File: config.mk
export PLATFORM = sky130hd
export DESIGN_NAME = irq_encoder_16_to_4_flat
export DESIGN_NICKNAME = d
export VERILOG_FILES = /design/src/rtl/irq_encoder_16_to_4_pkg.sv /design/src/rtl/irq_encoder_16_to_4_if.sv /design/src/rtl/irq_encoder_16_to_4_prio.sv /design/src/rtl/irq_encoder_16_to_4.sv /design/src/flat_wrapper.sv
export SDC_FILE = /design/constraint.sdc
export NUM_CORES = 1
export LEC_CHECK = 0
export BUFFER_PORTS_ARGS = -buffer_cell sky130_fd_sc_hd__buf_4
export CORE_ASPECT_RATIO = 1.5
export CORE_MARGIN = 3
export CORE_UTILIZATION = 40
export DETAILED_ROUTE_END_ITERATION = 6
export PLACE_DENSITY = 0.69
export SYNTH_ARGS = -nofsm -noshare
export SYNTH_HDL_FRONTEND = slang
export SYNTH_SLANG_ARGS = --single-unit
File: constraint.sdc
create_clock -name clk -period 2.7 [get_ports clk]
set_clock_uncertainty 0.05 [all_clocks]
set_input_delay 0.27 -clock clk [delete_from_list [all_inputs] [get_ports clk]]
set_output_delay 0.27 -clock clk [all_outputs]
set_load 0.05 [all_outputs]
File: src/rtl/irq_encoder_16_to_4_pkg.sv
// Shared types and constants for the 16-line interrupt encoder.
// Holds the offer FSM state enum and the one-hot clear helper.
package irq_encoder_16_to_4_pkg;

  localparam int N_REQ = 16;
  localparam int IDX_W = 4;

  typedef enum logic {
    IDLE  = 1'b0,
    OFFER = 1'b1
  } state_t;

  function automatic logic [N_REQ-1:0] idx_onehot(input logic [IDX_W-1:0] idx);
    return N_REQ'(1) << idx;
  endfunction

endpackage

File: src/rtl/irq_encoder_16_to_4_if.sv
// Request/offer bundle of the encoder; slave is the encoder, master is the
// requester/consumer side that drives lines, enables and out_ready.
interface irq_encoder_16_to_4_if;
  import irq_encoder_16_to_4_pkg::*;

  logic             ena;
  logic [N_REQ-1:0] req;
  logic [N_REQ-1:0] mask;
  logic             out_ready;
  logic             out_valid;
  logic [IDX_W-1:0] out;
  logic [N_REQ-1:0] pending;
  logic             dropped;

  modport master (
    output ena, req, mask, out_ready,
    input  out_valid, out, pending, dropped
  );

  modport slave (
    input  ena, req, mask, out_ready,
    output out_valid, out, pending, dropped
  );

endinterface

File: src/rtl/irq_encoder_16_to_4_prio.sv
// Fixed-priority encoder, lowest set bit wins (bit 0 highest); purely
// combinational, idx is 0 when no bit is set.
module priority_encoder_16_to_4
  import irq_encoder_16_to_4_pkg::*;
(
  input  logic [N_REQ-1:0] in,
  output logic [IDX_W-1:0] idx,
  output logic             any
);

  // Scan from the top so the last hit, the lowest index, is what sticks.
  always_comb begin
    idx = '0;
    for (int i = N_REQ - 1; i >= 0; i--) begin
      if (in[i]) idx = IDX_W'(i);
    end
  end

  assign any = |in;

endmodule

File: src/rtl/irq_encoder_16_to_4.sv
// Sticky 16-line IRQ capture with fixed-priority valid/ready offer of the
// winning index; offer appears one edge after capture, held until accepted.
module irq_encoder_16_to_4
  import irq_encoder_16_to_4_pkg::*;
(
  input  logic                  clk,
  input  logic                  rst,
  irq_encoder_16_to_4_if.slave  bus
);

  state_t           state;
  logic             vld_q;
  logic [IDX_W-1:0] out_q;
  logic [N_REQ-1:0] pend_q;
  logic             drop_q;

  logic [N_REQ-1:0] setv;
  logic             fire;
  logic [N_REQ-1:0] clr;
  logic [N_REQ-1:0] pend_nxt;
  logic [N_REQ-1:0] cand_idle;
  logic [N_REQ-1:0] cand_fire;
  logic [IDX_W-1:0] idle_idx;
  logic [IDX_W-1:0] fire_idx;
  logic             idle_any;
  logic             fire_any;

  assign setv      = bus.req & bus.mask;
  assign fire      = vld_q & bus.out_ready;
  assign clr       = fire ? idx_onehot(out_q) : '0;
  // Set is OR'd in after the clear so a same-edge request survives the fire.
  assign pend_nxt  = setv | (pend_q & ~clr);
  assign cand_idle = pend_q & bus.mask;
  assign cand_fire = cand_idle & ~clr;

  priority_encoder_16_to_4 u_prio_idle (
    .in  (cand_idle),
    .idx (idle_idx),
    .any (idle_any)
  );

  priority_encoder_16_to_4 u_prio_fire (
    .in  (cand_fire),
    .idx (fire_idx),
    .any (fire_any)
  );

  always_ff @(posedge clk or negedge rst) begin
    if (!rst) begin
      state  <= IDLE;
      vld_q  <= 1'b0;
      out_q  <= '0;
      pend_q <= '0;
      drop_q <= 1'b0;
    end else begin
      pend_q <= pend_nxt;
      drop_q <= |(setv & pend_q & ~clr);
      case (state)
        IDLE: begin
          if (bus.ena && idle_any) begin
            state <= OFFER;
            vld_q <= 1'b1;
            out_q <= idle_idx;
          end
        end
        OFFER: begin
          // Without a fire the offer is frozen: no withdrawal, no re-pick.
          if (fire) begin
            if (bus.ena && fire_any) begin
              out_q <= fire_idx;
            end else begin
              state <= IDLE;
              vld_q <= 1'b0;
            end
          end
        end
        default: begin
          state <= IDLE;
          vld_q <= 1'b0;
        end
      endcase
    end
  end

  assign bus.out_valid = vld_q;
  assign bus.out       = out_q;
  assign bus.pending   = pend_q;
  assign bus.dropped   = drop_q;

endmodule

File: src/flat_wrapper.sv
// flat-port wrapper written by rule: the top's interface ports become plain ports
module irq_encoder_16_to_4_flat import irq_encoder_16_to_4_pkg::*;
  (clk, rst, bus_ena, bus_req, bus_mask, bus_out_ready, bus_out_valid, bus_out, bus_pending, bus_dropped);
  irq_encoder_16_to_4_if bus_i ();
  input  logic clk;
  input  logic rst;
  input wire logic [$bits(bus_i.ena)-1:0] bus_ena;
  input wire logic [$bits(bus_i.req)-1:0] bus_req;
  input wire logic [$bits(bus_i.mask)-1:0] bus_mask;
  input wire logic [$bits(bus_i.out_ready)-1:0] bus_out_ready;
  output wire logic [$bits(bus_i.out_valid)-1:0] bus_out_valid;
  output wire logic [$bits(bus_i.out)-1:0] bus_out;
  output wire logic [$bits(bus_i.pending)-1:0] bus_pending;
  output wire logic [$bits(bus_i.dropped)-1:0] bus_dropped;
  assign bus_i.ena = bus_ena;
  assign bus_i.req = bus_req;
  assign bus_i.mask = bus_mask;
  assign bus_i.out_ready = bus_out_ready;
  assign bus_out_valid = bus_i.out_valid;
  assign bus_out = bus_i.out;
  assign bus_pending = bus_i.pending;
  assign bus_dropped = bus_i.dropped;
  irq_encoder_16_to_4 u_core (.clk(clk), .rst(rst), .bus(bus_i));
endmodule
==> flow_summary.ini, run 1 <==
[outcome]
run_status = complete, no violations

[clocking]
tritoncts = done
clock-sinks = 23
cts_made_buffers = 3
cts_max_level = 1
clk_latency_ns = 0.27
cts_buffer_depth = 2
cts-resized-gates = 0
clk_pin_slew_ns = 0.09
root_buffer = clkbuf_8

[timing]
finalHoldViolCount = 0
hold_slack_ns = 0.170
clock.fmax_ghz = 0.404
rsz0062_at_grt = no
maxSlewViolCount = 0
fin_tns_setup_ns = 0
worst_pin_slew_ns = 0.544
setup_viol = 0
period_share = 0.917
period_minus_slack_ns = 2.48
slew_headroom = 0.636

[global_routing]
grt_pass1_vias = 2011
grt_use_total = 0.228
grt_pass1_wl_um = 9450
antenna_found_initial = 0
grt_start_max_net_pins = 24
overflow = 0

[cells_and_area]
multi_input_area_um2 = 1210
regArea_um2 = 576
syn_to_final_growth_pct = 29.9
nets = 315
antenna_cells = 0
nFillCells = 404
drive_gt1_frac = 0.281

[logic_synthesis]
ys_ff_latch = 23
netlist_instances = 217
syn_nets = 253
synth_fa_ha_area_frac = 0
synth_warnings = 0
synthFlopType = dfrtp_1
synth_cell_types = 49
yosysMostFrequentCell = nand2_1
synthesis.area_um2 = 1850
synthXorXnorAreaFrac = 0
synth_top_cell_by_area = dfrtp_1
async_flop_share = 1.00
ys_seq_area_frac = 0.311
synthMuxAreaShare = 0.0135
yosys.area_share.simple = 0.279
synth_edf_count = 0
syn_area_per_cell_um2 = 8.53
synth_top_family_by_area = compound AO/OA/AOI/OAI gates
yosysTopAreaCellShare = 0.311
synthTopCellsByArea = dfrtp_1 31%, a22o_1 8.0%, nand2_1 7.5%
synthTopCellsByCount = 37 x nand2_1, 23 x dfrtp_1, 17 x a22o_1
synth_compound_area_frac = 0.360

[setup_path]
slowest_stage = dfrtp_1
critPathCaptureType = flip-flop
crit_path_start = u_core.bus.out[2]
cp.arrival_ns = 2.61
r2r_start = u_core.bus.out[2]
worstPathMaxFanout = 14
crit_chain = nor2_1 > a21o_1 > nand2_1 > nor4b_1 > o21ai_0 > a31oi_1
required_ns = 2.84
slowest_delay_ns = 0.54
r2r_slack_ns = 0.22
start_kind = flip-flop
critical_path_class = reg2reg

[floorplanning]
dieArea_um2 = 5500
core_area_um2 = 4350
row_count = 29
io_pins = 58
die_h_um = 89.3
dieWidth_um = 61.5
start_util = 0.425

[placed_design]
place_congestion = 0.936
dp_hpwl_um = 4910
io_buffers = 57

[hold_path]
min-delay-start = bus_req[12]
hold_path_class = in2reg

[routing]
num_vias = 2126
wl_per_cell_um = 19.0
vias_per_cell = 6.56
antenna_left = 0
drtIter0Drc = 138
wirelength_um = 6170
detailedRoute.firstPassIterationCount = 5
drc = 0

[power]
powerDensity_nw_per_um2 = 856
peakVddDrop_mv = 0.483
power_leakage_nw = 1.03

[flow_run]
maxCapViolations = 0
## per-stage QoR
stage	total power [mW]	std cells	setup WS, ns	cell area (µm²)	util
finish	2.06	324	0.224	2400	0.552
CTS	2.06	324	0.264	2400	0.552
global route	2.18	324	0.0112	2400	0.552
detailed placement	1.82	319	0.306	2350	0.539
global placement	1.82	319	0.278	2350	0.539
floorplan	1.40	217	0.262	1850	-
## critical path, delay by kind of cell, from the launching register on
kind	cells	cell delay [ns]
compound gates	3	0.79
simple gates	3	0.99
flops	1	0.54
## state kept, by name, indices dropped and copies added, names as in the netlist
| name | cells |
|---|---|
| u_core.bus.dropped | 1 |
| u_core.bus.out_valid | 1 |
| u_core.state | 1 |
| u_core.bus.pending | 16 |
| u_core.bus.out | 4 |
## final timing paths
kind,end,cells past startpoint
setup / recovery,u_core.bus.out[0],6
hold / removal,u_core.bus.pending[12],2
setup reg to reg,u_core.bus.out[0],6
hold reg to reg,u_core.bus.pending[1],1
max in group asynchronous,u_core.bus.out[3],2
min in group asynchronous,u_core.bus.pending[7],2
## cells in the final DEF, fill, tap and decap left out, types with 2 or more instances in the layout
cell type	Yosys	final
nor4b_1	2	2
nor3b_1	3	3
and4_1	3	3
a211o_1	3	3
nor3_1	2	2
a31oi_1	7	7
or3_1	2	2
nand2_1	37	37
a211oi_1	2	2
a41oi_1	4	4
a32oi_1	2	2
nor2_1	5	5
a21o_1	4	4
dfrtp_1	23	23
and2_1	2	2
a22oi_1	11	11
a41oi_2	2	2
o211ai_1	6	6
clkbuf_8	0	3
a22o_1	17	17
inv_1	3	3
nand3_1	15	15
buf_4	2	66
nand3b_1	6	6
a21oi_1	16	16
nand4_1	8	8
and4b_1	2	2
nor2b_1	2	2
## logic make-up (layout without fill, tap and decap cells)
logic type	Yosys count	after routing
AO/OA/AOI/OAI	84	84
buffers and inverters	13	74
flip-flops	23	23
multiplexers	2	2
AND/OR/NAND/NOR	95	95
## power by group
group / switching [mW] / total (mW) / internal [mW]
Clock: 0.124 / 0.228 / 0.103
Combinational: 0.798 / 1.24 / 0.444
Sequential: 0.155 / 0.588 / 0.433
Total: 1.08 / 2.06 / 0.980
## layer usage
| metal | vias up | wire (µm) | part of all wire | global-route usage |
|---|---|---|---|---|
| met5 | - | 0 | 0 | 0 |
| met4 | 0 | 299 | 0.048 | 0.125 |
| li1 | 1002 | - | - | - |
| met1 | 988 | 2250 | 0.37 | 0.265 |
| met2 | 106 | 3180 | 0.52 | 0.393 |
| met3 | 30 | 433 | 0.070 | 0.0260 |
## timing repair
action                                 CTS  global route
setup buffers                            0             0
hold buffers                             1             0
endpoints found under the hold margin   23             0
## area by class of cell
type                            instances  share of cell area
Inverter                                3             0.00469
Tap cell                               46              0.0239
Clock inverter                          1             0.00208
Clock buffer                            3              0.0172
Multi-Input combinational cell        181               0.502
Timing Repair Buffer                   67               0.210
Sequential cell                        23               0.239
Power figures use the tool's default switching activity.
==> inputs of run 2 (changes only) <==
- BUFFER_PORTS_ARGS: -buffer_cell sky130_fd_sc_hd__buf_4 -> not set
- CORE_MARGIN: 3 -> not set
- DONT_BUFFER_PORTS: not set -> 1
- PLACE_DENSITY: 0.69 -> 0.58
==> run 2 against run 1 <==
The flow now finishes with violations (design-rule violations); sequential power up 4.9%; core utilization down 5.8 points; final cell count down 11%; via count down 4.7%; combinational power down 6%; non-clock buffer count down 36; critical path depth unchanged; clock-buffer cell count up 1.
==> flow_summary.ini, run 2 (synthesized netlist as in run 1, its figures left out) <==
[cells_and_area]
final_util = 0.494
drive_gt1_frac = 0.174
largest_register_ffs = 16
syn_to_final_growth_pct = 15.3
antenna_cells = 0
layout_common_cells = 37 x nand2_1, 30 x buf_4, 22 x dfrtp_1, 17 x a22o_1, 16 x a21oi_1
nets = 279
layout_commonest_cell = nand2_1
fin_cells = 288

[setup_path]
critPathCaptureType = flip-flop
critical_path_depth = 6
cp.arrival_ns = 2.58
reg2reg_depth = 6
slowest_stage = dfrtp_1
crit_buf_inv = 0
required_ns = 2.82
slowest_delay_ns = 0.49
critical_path_class = reg2reg
start_kind = flip-flop
worstPathMaxFanout = 10
crit_chain = and4_1 > a41oi_1 > nor4_2 > a41oi_2 > a21o_1 > mux2_4
crit_family = simple AND/OR/NAND/NOR gates

[power]
powerDensity_nw_per_um2 = 943
peakVddDrop_mv = 0.644
seq_power_share = 0.307
finalPower_mw = 2.01
p_int_mw = 0.957
pwr-share-clk = 0.115
comb_power_share = 0.578
p_sw_frac = 0.524
power_leakage_nw = 0.853
switching_power_mw = 1.06

[outcome]
violations = design-rule violations
run_status = complete, but fails checks

[timing]
rsz0062_at_grt = no
maxSlewViolCount = 0
period_minus_slack_ns = 2.46
period_share = 0.911
layout_setup_ws_ns = 0.240
slew_headroom = 0.301
finalHoldViolCount = 0
worst_pin_slew_ns = 1.05
clock.fmax_ghz = 0.407
fin_tns_setup_ns = 0
setup_viol = 0

[clocking]
cts_buffer_depth = 2
tritoncts = done
post_cts_buffers = 0
root_buffer = clkbuf_8
cts_max_level = 1
clk_pin_slew_ns = 0.09
clock-sinks = 23
cts_made_buffers = 3
clk_latency_ns = 0.27

[placed_design]
place_inst = 283
io_buffers = 0
dp_hpwl_um = 4590
place_congestion = 0.909
place_ws_ns = 0.196

[hold_path]
hold_path_class = in2reg
min_delay_path_depth = 1

[floorplanning]
dieWidth_um = 57.5
dieArea_um2 = 4910
row_count = 29
start_util = 0.429
io_pins = 58
core_area_um2 = 4320
die_h_um = 85.3

[routing]
drtIter0Drc = 124
wirelength_um = 5900
drc = 6
detailedRoute.firstPassIterationCount = 7
num_vias = 2026
wl_per_cell_um = 20.5
vias_per_cell = 7.03
antenna_left = 0

[global_routing]
antenna_found_initial = 0
overflow = 0
grt_start_max_net_pins = 27
grt_pass1_wl_um = 9720
grt_use_total = 0.252
grt_pass1_vias = 2104

[flow_run]
maxCapViolations = 0
[run 2: power by group through the flow]
stage / clock network [mW] / registers [mW] / logic [mW]
global route: 0.249 / 0.639 / 1.24
detailed placement: 0 / 0.619 / 1.14
floorplan: 0 / 0.826 / 0.576
CTS: 0.235 / 0.610 / 1.15
finish: 0.231 / 0.617 / 1.16
global placement: 0 / 0.603 / 1.14
[run 2: final timing paths]
kind	to	from	slack, ns
worst max-delay path	u_core.bus.out[1]	u_core.bus.out_valid	0.24
worst min-delay path	u_core.bus.pending[6]	bus_mask[6]	0.08
worst max register to register	u_core.bus.out[1]	u_core.bus.out_valid	0.24
worst min register to register	u_core.bus.pending[4]	u_core.bus.pending[4]	0.53
max in group asynchronous	u_core.bus.out[0]	rst	1.32
min in group asynchronous	u_core.bus.pending[7]	rst	0.57
[run 2: routing by layer]
layer	up-vias	part of all wire	global-route usage
met5	-	0	0
met4	0	0.037	0.115
met3	21	0.088	0.0564
met2	110	0.50	0.441
met1	965	0.38	0.284
li1	930	-	-
[run 2: cell type report]
class	count	area, µm²
repair buffers	31	235
fillers	427	2180
multi-input cells	181	1210
inverters	3	11.3
well taps	46	57.6
clock buffers	4	45.0
flip-flops and latches	23	577
[run 2: what timing repair did]
action	4_1_cts	5_1_grt
endpoints found under the setup margin	0	1
endpoints found under the hold margin	23	0
hold buffers	1	0
resized for setup	0	1
[run 2: per-stage QoR]
stage / cell area (µm²) / hold slack (ns)
6_report: 2130 / 0.0761
5_1_grt: 2130 / 0.0649
4_1_cts: 2130 / 0.0700
3_5_place_dp: 2080 / -0.0749
3_3_place_gp: 2080 / -0.0750
2_1_floorplan: 1850 / -0.0756
[run 2: worst reg2reg max path: stages (launching register included)]
cell	delay [ns]
dfrtp_1	0.49
and4_1	0.47
a41oi_1	0.25
nor4_2	0.29
a41oi_2	0.21
a21o_1	0.29
mux2_4	0.31
